===== config.mk =====
export PLATFORM = sky130hd
export DESIGN_NAME = fetch_unit
export DESIGN_NICKNAME = d
export VERILOG_FILES = /design/src/rtl/fetch_unit.sv
export SDC_FILE = /design/constraint.sdc
export NUM_CORES = 1
export LEC_CHECK = 0
export ABC_CLOCK_PERIOD_IN_PS = 4000
export CAP_MARGIN = 0
export CORE_MARGIN = 1
export CORE_UTILIZATION = 58
export CTS_BUF_LIST = sky130_fd_sc_hd__clkbuf_2 sky130_fd_sc_hd__clkbuf_4 sky130_fd_sc_hd__clkbuf_8
export DETAILED_ROUTE_END_ITERATION = 10
export PLACE_DENSITY = 0.92
export RECOVER_POWER = 100
export SETUP_SLACK_MARGIN = 0.02
export SYNTH_ARGS = -nofsm -noshare
export SYNTH_HDL_FRONTEND = slang
export SYNTH_SLANG_ARGS = --single-unit

===== constraint.sdc =====
create_clock -name clk -period 4 [get_ports clk]
set_clock_uncertainty 0.15 [all_clocks]
set_input_delay 0.6 -clock clk [delete_from_list [all_inputs] [get_ports clk]]
set_output_delay 0.6 -clock clk [all_outputs]
set_load 0.02 [all_outputs]

===== src/rtl/fetch_unit.sv =====
`default_nettype none
// ============================================================================
//  Module   : fetch_unit
//  Purpose  : Byte-wide instruction fetch sequencer with valid/ready output,
//             program-counter tracking, redirect and halt handling.
//  Revision : 1.0
// ============================================================================
module fetch_unit #(
    parameter logic [15:0] RESET_PC = 16'h0000
) (
    input  logic        clk,
    input  logic        rst_n,
    output logic        mem_req,
    output logic [15:0] mem_addr,
    input  logic        mem_ack,
    input  logic [7:0]  mem_rdata,
    output logic [15:0] inst,
    output logic        inst_valid,
    input  logic        inst_ready,
    output logic [15:0] inst_pc,
    output logic [15:0] next_pc,
    input  logic        redirect,
    input  logic [15:0] redirect_pc,
    input  logic        halt
);

    typedef enum logic [2:0] {
        ST_BOOT  = 3'd0,
        ST_HI    = 3'd1,
        ST_LO    = 3'd2,
        ST_VALID = 3'd3,
        ST_STOP  = 3'd4,
        ST_FLUSH = 3'd5
    } state_t;

    state_t      r_state;
    logic [15:0] r_pc;
    logic [15:0] r_mem_addr;
    logic [15:0] r_inst;
    logic [15:0] r_target;
    logic [7:0]  r_hi;
    logic        r_mem_req;
    logic        r_inst_valid;

    logic [15:0] w_next_pc;
    logic        w_accept;
    logic        w_restart;
    logic [15:0] w_restart_pc;

    assign w_next_pc = r_pc + (r_inst[15] ? 16'd2 : 16'd1);
    assign w_accept  = r_inst_valid & inst_ready;

    // Every path that starts a fresh fetch (or parks in STOP) funnels through
    // one restart decision so pc, address and halt handling stay consistent.
    always_comb begin
        w_restart    = 1'b0;
        w_restart_pc = redirect_pc;
        case (r_state)
            ST_BOOT, ST_STOP: begin
                w_restart    = 1'b1;
                w_restart_pc = redirect ? redirect_pc : r_pc;
            end
            ST_HI, ST_LO: begin
                w_restart    = redirect & mem_ack;
            end
            ST_VALID: begin
                w_restart    = redirect | w_accept;
                w_restart_pc = redirect ? redirect_pc : w_next_pc;
            end
            ST_FLUSH: begin
                w_restart    = mem_ack;
                w_restart_pc = redirect ? redirect_pc : r_target;
            end
            default: begin
                w_restart    = 1'b1;
                w_restart_pc = r_pc;
            end
        endcase
    end

    always_ff @(posedge clk) begin
        if (!rst_n) begin
            r_state      <= ST_BOOT;
            r_pc         <= RESET_PC;
            r_mem_addr   <= RESET_PC;
            r_mem_req    <= 1'b0;
            r_inst       <= 16'h0000;
            r_inst_valid <= 1'b0;
            r_hi         <= 8'h00;
            r_target     <= 16'h0000;
        end else if (w_restart) begin
            r_pc         <= w_restart_pc;
            r_mem_addr   <= w_restart_pc;
            r_mem_req    <= ~halt;
            r_inst_valid <= 1'b0;
            r_state      <= halt ? ST_STOP : ST_HI;
        end else begin
            case (r_state)
                ST_HI, ST_LO: begin
                    if (redirect) begin
                        // Outstanding request must complete; keep req/addr.
                        r_state  <= ST_FLUSH;
                        r_target <= redirect_pc;
                    end else if (mem_ack) begin
                        if (r_state == ST_HI) begin
                            r_hi <= mem_rdata;
                        end
                        if (r_state == ST_HI && mem_rdata[7]) begin
                            r_state    <= ST_LO;
                            r_mem_addr <= r_pc + 16'd1;
                        end else begin
                            r_inst       <= (r_state == ST_HI) ? {mem_rdata, 8'h00}
                                                               : {r_hi, mem_rdata};
                            r_state      <= ST_VALID;
                            r_inst_valid <= 1'b1;
                            r_mem_req    <= 1'b0;
                        end
                    end
                end
                ST_FLUSH: begin
                    if (redirect) begin
                        r_target <= redirect_pc;
                    end
                end
                default: begin
                    r_state <= r_state;
                end
            endcase
        end
    end

    assign mem_req    = r_mem_req;
    assign mem_addr   = r_mem_addr;
    assign inst       = r_inst;
    assign inst_valid = r_inst_valid;
    assign inst_pc    = r_pc;
    assign next_pc    = w_next_pc;

endmodule
`default_nettype wire


Word level (Yosys, flattened, before mapping)

Index checks and enable logic that the tools add are counted.

Add/subtract/negate cells: 2
Eq/ne operators: 7
Muxes and demuxes: 23
Bitwise logic cells: 8
Reduce and logical (&&, ||, !) cells: 17

Operator list:

| cell                  | number |
|---|---|
| $mux 16               | 9 |
| $pmux 16 s4           | 1 |
| $add 16x1->16 const B | 1 |
| $add 16x2->16         | 1 |
| $mux 3                | 5 |
| $reduce_and 4->1      | 3 |
| $reduce_and 5->1      | 2 |
| $eq 3x2->1 const B    | 2 |
| $eq 3x3->1 const B    | 2 |
| $mux 1                | 6 |
| $reduce_bool 2->1     | 3 |
| $reduce_or 2->1       | 3 |
| $not 1->1             | 5 |
| $reduce_and 2->1      | 2 |
| $eq 3x1->1 const B    | 1 |
| $logic_not 3->1       | 1 |
| $pmux 1 s3            | 1 |
| $reduce_bool 3->1     | 1 |
| $reduce_or 3->1       | 1 |
| $and 1x1->1           | 2 |
| $mux 2                | 1 |
| $ne 2x1->1 const B    | 1 |
| $ne 2x2->1 const B    | 1 |
| $logic_and 1x1->1     | 1 |
| $or 1x1->1            | 1 |

Bits in registers: 77
Input bits: 30
Output and inout bits: 66
Word-level logic and storage cells: 65

Logic depth before layout (Yosys ltp)

Depth in word-level cells: 7
Depth in mapped cells: 10
Gate-level depth less buffers: 9

Worst setup path after synthesis

No wires, ideal clock.

Path type: register to output
From: register r_inst[15] (netlist: inst[15])
To: output port next_pc[14]
Data arrival time: 2.115 ns
Data required time: 3.250 ns
Slack: 1.135 ns
Cell stages (with the launch flop): 9
Path buffers: 2
Cell sequence: dfxtp_1 inv_1 ha_1 fa_1 buf_2 and2_1 buf_4 and3_1 xor2_1

Longest elaborated chain between the ends: 2

Ends and longest elaborated chain:

| element                | line | text |
|---|---|---|
| from (decl)            | 39   | `logic [15:0] r_inst;` |
| from (signal assigned) | 112  | `r_inst <= (r_state == ST_HI) ? {mem_rdata, 8'h00}` |
| $mux 2                 | 50   | `assign w_next_pc = r_pc + (r_inst[15] ? 16'd2 : 16'd1);` |
| $add 16x2->16          | 50   |  |
| to (decl)              | 21   | `output logic [15:0] next_pc,` |

Every way passes these cells.

Worst setup path in the final report

From: input port redirect
To: register r_mem_addr[2] (netlist: mem_addr[2])

Longest elaborated chain between the ends: 4

Ends and longest elaborated chain:

| element                                                          | line   | text |
|---|---|---|
| from (decl)                                                      | 22     | `input logic redirect,` |
| $or 1x1->1 or $and 1x1->1 (tied branches)                        | 67, 64 |  |
| $pmux 1 s3                                                       | 58     | `case (r_state)` |
| $ne 2x1->1 (no source line) or $reduce_bool 2->1 (tied branches) | -      |  |
| $reduce_and 4->1 (no source line)                                | -      |  |
| to (signal assigned)                                             | 93     | `r_mem_addr <= w_restart_pc;` |
| to (signal assigned)                                             | 110    | `r_mem_addr <= r_pc + 16'd1;` |
| to (decl)                                                        | 38     | `logic [15:0] r_mem_addr;` |

Parallel ways exist; a longest one is shown, timed or not.
A chain may end at the register's enable or synchronous reset.

==> results.cfg <==
[synthesis]
synth_seq_area_share_pct = 32.3
synth-seq-cells = 77
synth_edf_count = 0
avgSynthCellArea_um2 = 7.86
synth-adder-area-share_pct = 1.21
synth_area_mm2 = 0.00477
syn-num-nets = 641
synthSimpleGateAreaFrac_pct = 23.8
synth_compound_gate_area_share_pct = 23.9
yosys-top-cells-area = dfxtp_1 32%, mux2i_1 5.7%, nand2_1 5.7%
yosys_warnings = 0
synth_top_area_cell = dfxtp_1
ys_dominant_reg_cell = dfxtp_1
synthArstFlopShare_pct = 0
netlist_instances = 607
synth-xor-area-share_pct = 4.96
synth_top_family_by_area = compound AO/OA/AOI/OAI gates
synthMuxAreaShare_pct = 5.66
ys_types = 76
yosysTopAreaCellShare_pct = 32.3

[timing]
rsz0062_at_grt = no
clock.fmax_ghz = 0.265
slew_violations = 72
tns_ns = 0
period_share_pct = 94.5
fin_crit_ns = 3.78
hold_violations = 0
worst_slew_pin_slew_ns = 1.82
slew-limit-headroom_pct = -21.3
setup_viol = 0

[final_layout]
stdcell_area_mm2 = 0.00576
fin_nets = 701
fill_cells = 636
area_delta_synth_final_pct = 20.7
num_antenna_cells = 0
drive_gt1_share_pct = 6.99
multiInputGateArea_mm2 = 0.00281
register_area_mm2 = 0.00154

[route]
routed_wl_um = 15400
wl_per_cell_um = 19.9
vias = 5041
drtIter0Drc = 452
detail-route-antenna-nets = 0
drcViolationCount = 0
drtPass1Iterations = 7
vias_per_cell = 6.51

[floorplanning]
row_count = 32
die_h_um = 92.7
die-area_mm2 = 0.00859
fp.dieW_um = 92.7
coreArea_mm2 = 0.00785
initial_core_util_pct = 60.8
io-pin-count = 96

[cts]
clk_pin_slew_ns = 0.09
h-tree-depth = 3
cts_tree = built
holdBufCountCts = 0
cts.repair.resized = 0
postCtsSetupBuffers = 0
clk_latency_ns = 0.36
cts.sinks = 77
ctsRootBufferMaster = clkbuf_8
cts_made_buffers = 9
clockBufferDepth = 2

[critical_path]
critPathLaunchType = input port
cp-startpoint = redirect
worst-setup-path-type = input port to flip-flop
critical_path_arrival_ns = 3.80
endpoint_kind = flip-flop
crit_required_ns = 4.02
r2r_cells = 7
crit_path_max_fanout = 15
rr_startpoint = r_state[1]$_SDFFE_PN0P_

[power_and_ir_drop]
power_density_mw_per_mm2 = 367
power.leakage_nw = 2.38
vdd_drop_max_mv = 0.244

[global_route]
antenna_found_initial = 0
grt_usage_pct = 36.1
grt_max_degree = 56
grt_pass1_wl_um = 24000
grt_pass1_vias = 4687
overflow = 0

[status]
violations = max-capacitance violations, max-slew violations
status = finished with violations

[flow_run]
cap_violations = 2

[placement]
port_buffers = 95
placed_cell_area_mm2 = 0.00562
place_congestion = 0.976
dp_hpwl_um = 10900

[min_path]
hp-start = inst[4]$_SDFFE_PN0P_
hp-class = flip-flop to flip-flop
holdPathStages = 2
power by group:
group / switching [mW] / total (mW) / internal [mW] / leakage, nW
clock network: 0.340 / 0.573 / 0.233 / 0.0829
registers: 0.0847 / 0.908 / 0.824 / 0.628
logic: 0.374 / 0.632 / 0.258 / 1.67
synthesized netlist by cell type (7+ instances only):
library cell / count
xnor2_1: 15
a21oi_1: 36
buf_2: 25
a31oi_1: 11
clkbuf_1: 17
and3_1: 7
nand3_1: 23
a311oi_1: 9
buf_4: 14
xor2_1: 12
nand4_1: 10
nor2_1: 72
nor3_1: 7
o21ai_0: 36
nand2_1: 72
dfxtp_1: 77
inv_1: 9
mux2i_1: 27
flip-flops by register name, indices dropped and copies added, names as in the netlist:
name and cells:
mem_addr 16, inst_pc 16, inst_valid 1, r_hi 8, mem_req 1, inst 16, r_state 3, r_target 16
stage by stage:
stage | std cells | power [mW] | setup WS, ns | hold WS [ns] | utilization (%)
floorplan | 607 | 1.32 | 1.14 | 0.287 | -
global placement | 758 | 1.56 | 0.780 | 0.289 | 71.6
detailed placement | 758 | 1.58 | 0.725 | 0.297 | 71.6
CTS | 774 | 2.13 | 0.359 | 0.315 | 73.9
global route | 774 | 2.19 | 0.0588 | 0.335 | 73.4
finish | 774 | 2.11 | 0.221 | 0.309 | 73.4
worst paths after layout:
path / slack [ns] / end
worst min-delay path: 0.31 / inst[4]$_SDFFE_PN0P_
worst max-delay path: 0.22 / mem_addr[2]$_SDFFE_PN0P_
worst min register to register: 0.31 / inst[4]$_SDFFE_PN0P_
worst max register to register: 0.54 / mem_addr[2]$_SDFFE_PN0P_
cell families after synthesis:
| logic type | Yosys count |
|---|---|
| adder cells (fa/ha/maj) | 4 |
| flip-flops | 77 |
| XOR/XNOR | 27 |
| multiplexers | 27 |
| AND/OR/NAND/NOR | 235 |
| AO/OA/AOI/OAI | 165 |
| buffers and inverters | 72 |
cell type report:
type	instances	area share [%]
Clock buffer	9	2.15
Clock inverter	7	0.999
Inverter	10	0.651
Multi-Input combinational cell	458	48.8
Sequential cell	77	26.8
Tap cell	102	2.21
Timing Repair Buffer	111	18.5
worst max-delay path, stage by stage:
cell,delay [ns]
dlygate4sd3_1,0.67
clkbuf_1,0.30
nor3_1,1.29
a21oi_1,0.20
a21oi_1,0.23
o21ai_0,0.15
o21ai_0,0.26
a211oi_1,0.11
per-layer routing:
metal / track usage [%] / routed length [um] / vias up / part of all wire (%)
met5: 0 / 0 / - / 0
met4: 16.2 / 589 / 0 / 3.8
met3: 7.39 / 1440 / 43 / 9.4
met2: 60.3 / 7250 / 321 / 47
met1: 44.7 / 6100 / 2375 / 40
li1: - / - / 2302 / -
cell usage in the layout, fill, tap and decap left out, types with 6 or more instances in the layout:
cell,n
dfxtp_1,77
nor2_1,72
nand2_1,72
dlygate4sd3_1,66
a21oi_1,37
o21ai_0,37
clkdlybuf4s50_1,29
mux2i_1,27
nand3_1,23
xnor2_1,15
buf_4,14
xor2_1,12
a31oi_1,11
nand4_1,10
inv_1,10
a311oi_1,9
clkbuf_8,9
nor3_1,8
and3_1,7
nand2b_1,6
a32oi_1,6
o211ai_1,6
Note: power is estimated with default switching activity, not from simulation.
